## src/rtl/addsub_serial_if.sv

```systemverilog
// addsub_serial_if: operand/result handshake bundle (master drives operands, mode bits and out_ready; slave returns in_ready, S, flags and out_valid)
interface addsub_serial_if #(parameter int WIDTH = 16);
  logic             in_valid;
  logic             in_ready;
  logic [WIDTH-1:0] A;
  logic [WIDTH-1:0] B;
  logic             addsub;
  logic             sat;
  logic             acc;
  logic             clr_acc;
  logic [WIDTH-1:0] S;
  logic             cout;
  logic             ov_flag;
  logic             zero_flag;
  logic             out_valid;
  logic             out_ready;
  modport master (
    output in_valid, A, B, addsub, sat, acc, clr_acc, out_ready,
    input  in_ready, S, cout, ov_flag, zero_flag, out_valid
  );
  modport slave (
    input  in_valid, A, B, addsub, sat, acc, clr_acc, out_ready,
    output in_ready, S, cout, ov_flag, zero_flag, out_valid
  );
endinterface

```

## src/rtl/addsub_serial.sv

```systemverilog
// addsub_serial: slice-serial add/sub with accumulator and saturation; ports clk, rst (async high) and bus (slave side of addsub_serial_if)
module addsub_serial #(
  parameter int WIDTH = 16,
  parameter int SLICE = 4
) (
  input logic           clk,
  input logic           rst,
  addsub_serial_if.slave bus
);
  localparam int NSLICE = WIDTH / SLICE;
  localparam int CW = NSLICE > 1 ? $clog2(NSLICE) : 1;
  typedef enum logic [1:0] {IDLE, CALC, DONE} state_t;
  state_t state, state_n;
  logic [WIDTH-1:0] a_reg, b_reg, r_reg, acc_reg, s_raw, s_fin;
  logic [WIDTH+SLICE-1:0] r_cat;
  logic [SLICE:0] sum;
  logic [CW-1:0] cnt;
  logic carry, sat_r, acc_r, last, a_msb, b_msb, ov;
  assign last = cnt == CW'(NSLICE - 1);
  assign sum = {1'b0, a_reg[SLICE-1:0]} + {1'b0, b_reg[SLICE-1:0]} + (SLICE+1)'(carry);
  assign r_cat = {sum[SLICE-1:0], r_reg};
  assign s_raw = r_cat[WIDTH+SLICE-1:SLICE];
  assign a_msb = a_reg[SLICE-1];
  assign b_msb = b_reg[SLICE-1];
  assign ov = (a_msb == b_msb) && (sum[SLICE-1] != a_msb);
  assign s_fin = sat_r && ov ? (a_msb ? {1'b1, {(WIDTH-1){1'b0}}} : {1'b0, {(WIDTH-1){1'b1}}}) : s_raw;
  assign bus.in_ready = state == IDLE;
  assign bus.out_valid = state == DONE;
  always_comb begin
    state_n = state;
    state_n = state == IDLE ? (bus.in_valid ? CALC : IDLE) :
              state == CALC ? (last ? DONE : CALC) :
              (bus.out_ready ? IDLE : DONE);
  end
  always_ff @(posedge clk or posedge rst)
    if (rst) state <= IDLE;
    else state <= state_n;
  always_ff @(posedge clk or posedge rst) begin
    if (rst) begin
      a_reg <= '0;
      b_reg <= '0;
      r_reg <= '0;
      acc_reg <= '0;
      cnt <= '0;
      carry <= 1'b0;
      sat_r <= 1'b0;
      acc_r <= 1'b0;
      bus.S <= '0;
      bus.cout <= 1'b0;
      bus.ov_flag <= 1'b0;
      bus.zero_flag <= 1'b0;
    end else begin
      if (state == IDLE && bus.clr_acc) acc_reg <= '0;
      if (state == IDLE && bus.in_valid) begin
        a_reg <= bus.acc ? (bus.clr_acc ? '0 : acc_reg) : bus.A;
        b_reg <= bus.addsub ? ~bus.B : bus.B;
        carry <= bus.addsub;
        cnt <= '0;
        sat_r <= bus.sat;
        acc_r <= bus.acc;
      end
      if (state == CALC) begin
        a_reg <= a_reg >> SLICE;
        b_reg <= b_reg >> SLICE;
        r_reg <= s_raw;
        carry <= sum[SLICE];
        cnt <= cnt + CW'(1);
        if (last) begin
          bus.S <= s_fin;
          bus.cout <= sum[SLICE];
          bus.ov_flag <= ov;
          bus.zero_flag <= s_fin == '0;
          if (acc_r) acc_reg <= s_fin;
        end
      end
    end
  end
endmodule

```

## src/flat_wrapper.sv

```systemverilog
// flat-port wrapper written by rule: the top's interface ports become plain ports
module addsub_serial_flat 
#(
  parameter int WIDTH = 16,
  parameter int SLICE = 4
)
  (clk, rst, bus_in_valid, bus_A, bus_B, bus_addsub, bus_sat, bus_acc, bus_clr_acc, bus_out_ready, bus_in_ready, bus_S, bus_cout, bus_ov_flag, bus_zero_flag, bus_out_valid);
  addsub_serial_if #(.WIDTH(WIDTH)) bus_i ();
  input logic clk;
  input logic rst;
  input wire logic [$bits(bus_i.in_valid)-1:0] bus_in_valid;
  input wire logic [$bits(bus_i.A)-1:0] bus_A;
  input wire logic [$bits(bus_i.B)-1:0] bus_B;
  input wire logic [$bits(bus_i.addsub)-1:0] bus_addsub;
  input wire logic [$bits(bus_i.sat)-1:0] bus_sat;
  input wire logic [$bits(bus_i.acc)-1:0] bus_acc;
  input wire logic [$bits(bus_i.clr_acc)-1:0] bus_clr_acc;
  input wire logic [$bits(bus_i.out_ready)-1:0] bus_out_ready;
  output wire logic [$bits(bus_i.in_ready)-1:0] bus_in_ready;
  output wire logic [$bits(bus_i.S)-1:0] bus_S;
  output wire logic [$bits(bus_i.cout)-1:0] bus_cout;
  output wire logic [$bits(bus_i.ov_flag)-1:0] bus_ov_flag;
  output wire logic [$bits(bus_i.zero_flag)-1:0] bus_zero_flag;
  output wire logic [$bits(bus_i.out_valid)-1:0] bus_out_valid;
  assign bus_i.in_valid = bus_in_valid;
  assign bus_i.A = bus_A;
  assign bus_i.B = bus_B;
  assign bus_i.addsub = bus_addsub;
  assign bus_i.sat = bus_sat;
  assign bus_i.acc = bus_acc;
  assign bus_i.clr_acc = bus_clr_acc;
  assign bus_i.out_ready = bus_out_ready;
  assign bus_in_ready = bus_i.in_ready;
  assign bus_S = bus_i.S;
  assign bus_cout = bus_i.cout;
  assign bus_ov_flag = bus_i.ov_flag;
  assign bus_zero_flag = bus_i.zero_flag;
  assign bus_out_valid = bus_i.out_valid;
  addsub_serial #(.WIDTH(WIDTH), .SLICE(SLICE)) u_core (.clk(clk), .rst(rst), .bus(bus_i));
endmodule
```

## config.mk

```make
export PLATFORM = sky130hd
export DESIGN_NAME = addsub_serial_flat
export DESIGN_NICKNAME = d
export VERILOG_FILES = /design/src/rtl/addsub_serial_if.sv /design/src/rtl/addsub_serial.sv /design/src/flat_wrapper.sv
export SDC_FILE = /design/constraint.sdc
export NUM_CORES = 1
export LEC_CHECK = 0
export ABC_AREA = 1
export BUFFER_PORTS_ARGS = -buffer_cell sky130_fd_sc_hd__buf_2
export CORE_MARGIN = 10
export CORE_UTILIZATION = 50
export CTS_BUF_LIST = sky130_fd_sc_hd__clkbuf_8
export DETAILED_ROUTE_END_ITERATION = 10
export GPL_ROUTABILITY_DRIVEN = 1
export PLACE_DENSITY = 0.71
export RECOVER_POWER = 50
export SYNTH_ARGS = -nofsm -noshare
export SYNTH_HDL_FRONTEND = slang
export SYNTH_SLANG_ARGS = --single-unit
```

## constraint.sdc

```tcl
create_clock -name clk -period 4.8 [get_ports clk]
set_clock_uncertainty 0.05 [all_clocks]
set_input_delay 0.96 -clock clk [delete_from_list [all_inputs] [get_ports clk]]
set_output_delay 0.96 -clock clk [all_outputs]
set_load 0.03 [all_outputs]
```

### Word level (Yosys, flattened, before mapping)

Index checks and enable logic that the tools add are counted.

| word-level totals | value |
|---|---|
| register bits | 90 |
| bits in latches | 0 |
| input port bits | 40 |
| memories | 0 |
| memory bits (writable) | 0 |
| bits in read-only memories | 0 |
| logic and storage cells | 52 |

| cells by class | value |
|---|---|
| equality and inequality tests | 5 |
| reduce and logical (&&, ||, !) cells | 8 |
| bitwise gates (word level) | 1 |
| add/subtract/negate cells | 3 |
| shifts and indexed selects | 0 |
| magnitude comparators | 0 |
| multiplexer cells | 22 |
| multiply operators | 0 |
| div/mod/pow operators | 0 |

Operators with widths:

| operator | count |
|---|---|
| 2-to-1 mux 16 bit | 13 |
| logical NOT 16 bit | 1 |
| NOT 16 bit | 1 |
| 2-to-1 mux 2 bit | 6 |
| adder 4 x 4 -> 5 bit | 1 |
| adder 5 x 1 -> 5 bit | 1 |
| equality test 2 bit, second input constant | 2 |
| logical AND 1 bit | 4 |
| 2-to-1 mux 1 bit | 3 |
| adder 2 x 1 -> 2 bit, second input constant | 1 |
| equality test 2 x 1 -> 1 bit, second input constant | 1 |
| logical NOT 2 bit | 1 |
| AND reduction 2 bit | 1 |
| nonzero test 2 bit | 1 |
| equality test 1 bit | 1 |
| inequality test 1 bit | 1 |

### Depth between registers and ports, before layout

| logic depth | value |
|---|---|
| word-level depth | 9 |
| gate-level depth with buffers | 11 |

### Worst setup path before layout

OpenSTA, ideal clock, no wires.

| timing path | value |
|---|---|
| kind | register to output |
| from | register u_core.state[1] |
| to | output port bus_out_valid |
| required time | 3.790 ns |
| stages on the path, launching flop included | 3 |
| setup slack | 2.890 ns |
| path buffers | 0 |
| data arrival time | 0.900 ns |
| cell sequence | dfrtp_1 -> inv_1 -> nor2_1 |

| between the ends | value |
|---|---|
| cells in the longest elaborated chain, start to end | 1 |

RTL lines:

| what | RTL line | text |
|---|---|---|
| start, declared | addsub_serial.sv:13 | `state_t state, state_n;` |
| start signal, assigned | addsub_serial.sv:37 | `else state <= state_n;` |
| equality test 2 bit | addsub_serial.sv:28 | `assign bus.out_valid = state == DONE;` |
| end, declared | flat_wrapper.sv:24 | `output wire logic [$bits(bus_i.out_valid)-1:0] bus_out_valid;` |

No other way between the ends.

### Worst setup path in the final report

| timing path | value |
|---|---|
| from | register u_core.state[0] |
| to | register u_core.a_reg[6] |

| between the ends | value |
|---|---|
| cells in the longest elaborated chain, start to end | 3 |

RTL lines:

| what | RTL line | text |
|---|---|---|
| logical NOT 2 bit | addsub_serial.sv:54 | `if (state == IDLE && bus.in_valid) begin` |
| logical AND 1 bit | addsub_serial.sv:54 |  |
| nonzero test 2 bit (no line) | n/a |  |
| end signal, assigned | addsub_serial.sv:55 | `a_reg <= bus.acc ? (bus.clr_acc ? '0 : acc_reg) : bus.A;` |
| end signal, assigned | addsub_serial.sv:63 | `a_reg <= a_reg >> SLICE;` |
| end, declared | addsub_serial.sv:14 | `logic [WIDTH-1:0] a_reg, b_reg, r_reg, acc_reg, s_raw, s_fin;` |

Several ways; a longest one is shown, not always the timed one.
A chain may end at the register's enable or synchronous reset.

==> results summary <==
After synthesis, flip-flops and latches occupy 52.7% of the total area. The post-cts resize count came out at 0. For this run, the leading register cell type out of synthesis is dfrtp_1. For this design, the CTS-stage hold fixing added 0 buffers. The peak fanout along the critical path came out at 35. The launching point of the worst reg2reg path is u_core.state[0]. The H-tree level count is 3. In the final layout, flip-flops and latches occupy 2150 µm².

Counting instances, the worst hold path has a depth of 1. At the later pin of the worst-skew pair, clock insertion delay measures 350 ps. No sink is reached through more buffers than the 2 on the longest clock path. The core occupancy in the finished layout is 57.9%.

The post-synthesis net count came out at 501. The fraction of final layout cells with drive strength greater than 1 is 13.1%. The total DRC errors in the routed layout is 0. The final reports fail on capacitance limit, slew limit. Counting flops with a built-in enable in the synthesized netlist gives 0. The worst setup path is of the reg2reg kind. The fraction of registers with async set or reset after synthesis came out at 100%. The worst hold path begins at u_core.cnt[0]. The run finished, with violations left.

The slew at the pin closest to its max-slew limit came out at 2740 ps. The minimum period implied by the final worst setup slack is 3340 ps. The final layout contains routed wiring with a total length of 10300 µm. The setup slack of the worst register-to-register path is 1460 ps.

The core footprint is 7850 µm². The leakage component of the power came out at 2.26 nW. The capture endpoint of the worst hold path is u_core.cnt[0]. The number of CTS-inserted buffers came out at 9. The number of instances in the synthesized netlist is 455. The number of distinct standard cells referenced by the synthesized netlist came out at 32.

The wire length of the first global-routing pass is 17200 µm. Setup repair after global routing left no endpoint under its margin. The number of I/O pins is 61. The reported max-cap violation count came out at 1. The count of yosys warnings during synthesis came out at 0.

Measured against its own limit, the worst slew margin works out to -83.7%. In this run the critical register-to-register path is captured at u_core.a_reg[6]. The via count of the first global-routing pass is 3482.

The global-route usage over all layers came out at 17.9%. The worst-case reg-to-reg path depth came out at 6. The category of the worst setup path capture point is a register.

In this run the clock root is driven by a clkbuf_8. The count of buffers inserted at the top-level ports is 60. The die height came out at 110 µm. The post-detailed-route via-to-cell ratio came out at 5.67.

Entering global routing, the biggest net connects 63 pins. The final hold violation count is 0. Data on the critical path is required at its endpoint by 5000 ps. The number of optimization iterations in the first detailed-route pass is 5.

The post-CTS clock slew at the launch and capture registers of the worst setup and hold paths came out at 80 ps. The total inserted antenna cells came out at 0. The number of nets with antenna violations after detailed routing came out at 0.

The die outline width is 110 µm. In the final design database the tool counted 548 nets. STA classifies the critical path startpoint as a register. TritonCTS built the clock tree. The register bit total from synthesis came out at 86. The type of the worst min-delay path is reg2reg. The final route contains 3433 vias. The remaining global-route overflow came out at 0. The arrival time at the worst endpoint is 3550 ps. The total negative slack for setup checks is 0 ps. The number of filler instances in the final layout is 726.

After detailed routing, the average wire length per cell comes to 16.9 µm. The area taken by multi-input logic gates is 1670 µm². The initial core utilization is 52.0%.

The final weighted congestion in routability-driven placement is 0.823. Setup violations remaining at the end of the flow were counted as 0. Relative to the synthesized area, the layout overhead comes to 11.3%. The detailed router finished its first iteration with 272 violations. The worst ir drop on vdd came out at 0.000409 V.

The highest attainable clock frequency is 299 MHz. The total power per unit cell area is 765 nW/µm². The average footprint of a synthesized cell came out at 8.97 µm². The full die area is 12200 µm². In this run the post-CTS setup repair buffer count came out at 0. The number of antenna violations at the first check in global routing came to 0. The HPWL after detailed placement came out at 7150 µm.

The number of rows in the core area is 32. The max-slew violation total from the final report was 63. The count of clock tree sinks came out at 86.

The final critical-path share of the clock period came out at 69.7%. The synthesized area came out at 4080 µm².
==> area by class of cell <==
cell class | count | area share (%)
Clock inverter | 3 | 0.854
Inverter | 30 | 2.51
Timing Repair Buffer | 63 | 6.56
Multi-Input combinational cell | 312 | 36.8
Tap cell | 102 | 2.81
Sequential cell | 86 | 47.4
Clock buffer | 10 | 3.03
==> metrics by stage <==
| step | setup WS (ps) | total power (W) | cell area (µm²) | cells | hold WS, ps |
|---|---|---|---|---|---|
| 2_1_floorplan | 1570 | 0.00256 | 4080 | 455 | 392 |
| 3_5_place_dp | 1890 | 0.00299 | 4400 | 593 | 411 |
| 5_1_grt | 1130 | 0.00377 | 4540 | 606 | 457 |
| 4_1_cts | 2080 | 0.00349 | 4580 | 606 | 433 |
| 3_3_place_gp | 1960 | 0.00295 | 4400 | 593 | 408 |
| 6_report | 1460 | 0.00347 | 4540 | 606 | 429 |
==> cells by family after synthesis <==
logic type,Yosys count,share of synthesized area (%)
AO/OA/AOI/OAI,93,15.2
flip-flops,86,52.7
buffers and inverters,57,6.04
adder cells (fa/ha/maj),6,2.21
XOR/XNOR,17,3.65
AND/OR/NAND/NOR,196,20.2
==> synthesized netlist by cell type (all sizes together) (2+ instances only) <==
cell | instances | area [µm²]
nand3 | 28 | 150
a221oi | 12 | 105
inv | 29 | 109
buf | 18 | 100
nand4 | 2 | 25.0
dfrtp | 86 | 2150
fa | 2 | 40.0
o221ai | 5 | 43.8
a22o | 4 | 35.0
a32o | 3 | 30.0
o22ai | 12 | 75.1
o31ai | 6 | 45.0
nor2 | 17 | 86.3
a21oi | 17 | 96.4
o211ai | 7 | 52.6
o21ai | 26 | 130
nand2 | 149 | 562
ha | 4 | 50.1
clkbuf | 9 | 33.8
xnor2 | 16 | 140
==> worst max-delay path: stages, from the launching register on <==
cell      delay, ps
dfrtp_1         430
clkinv_1         90
nor2_1          750
inv_2           510
nand2_1         700
inv_2           370
o31ai_1         340
==> per-layer routing <==
metal	vias to the layer above	global-route usage, %	routed length, µm	part of all wire (%)
met5	-	0	0	0
met4	0	8.07	233	2.3
met3	19	3.95	923	9.0
met2	138	25.6	4410	43
met1	1666	25.2	4700	46
li1	1610	-	-	-
==> cell usage in the layout, fill, tap and decap left out, types with 8 or more instances in the layout <==
master and count:
nand2_1 149, dfrtp_1 86, buf_2 40, nand3_1 26
inv_1 25, clkbuf_1 20, o21ai_0 18, a21oi_1 16
xnor2_1 16, nor2_1 15, a221oi_1 12, o22ai_1 12
clkbuf_8 10, o21ai_1 8
==> how the worst max path moves through the flow <==
| stage | start | depth (start not counted) | to | slack (ps) |
|---|---|---|---|---|
| 4_1_cts | u_core.state[1] | 7 | u_core.acc_reg[10] | 2080 |
| 3_3_place_gp | bus_in_valid | 5 | u_core.a_reg[15] | 1960 |
| 2_1_floorplan | rst | 1 | u_core.a_reg[0] | 1570 |
| 5_1_grt | u_core.state[0] | 6 | u_core.a_reg[6] | 1130 |
| 6_report | u_core.state[0] | 6 | u_core.a_reg[6] | 1460 |
| 3_5_place_dp | bus_in_valid | 5 | u_core.a_reg[6] | 1890 |
==> report_power, final <==
group / total [W] / internal [W] / switching, W
Sequential: 0.00127 / 0.00105 / 0.000215
Combinational: 0.00172 / 0.000537 / 0.00119
Clock: 0.000486 / 0.000244 / 0.000243
Total: 0.00347 / 0.00183 / 0.00164
Note: power is estimated with default switching activity, not from simulation.
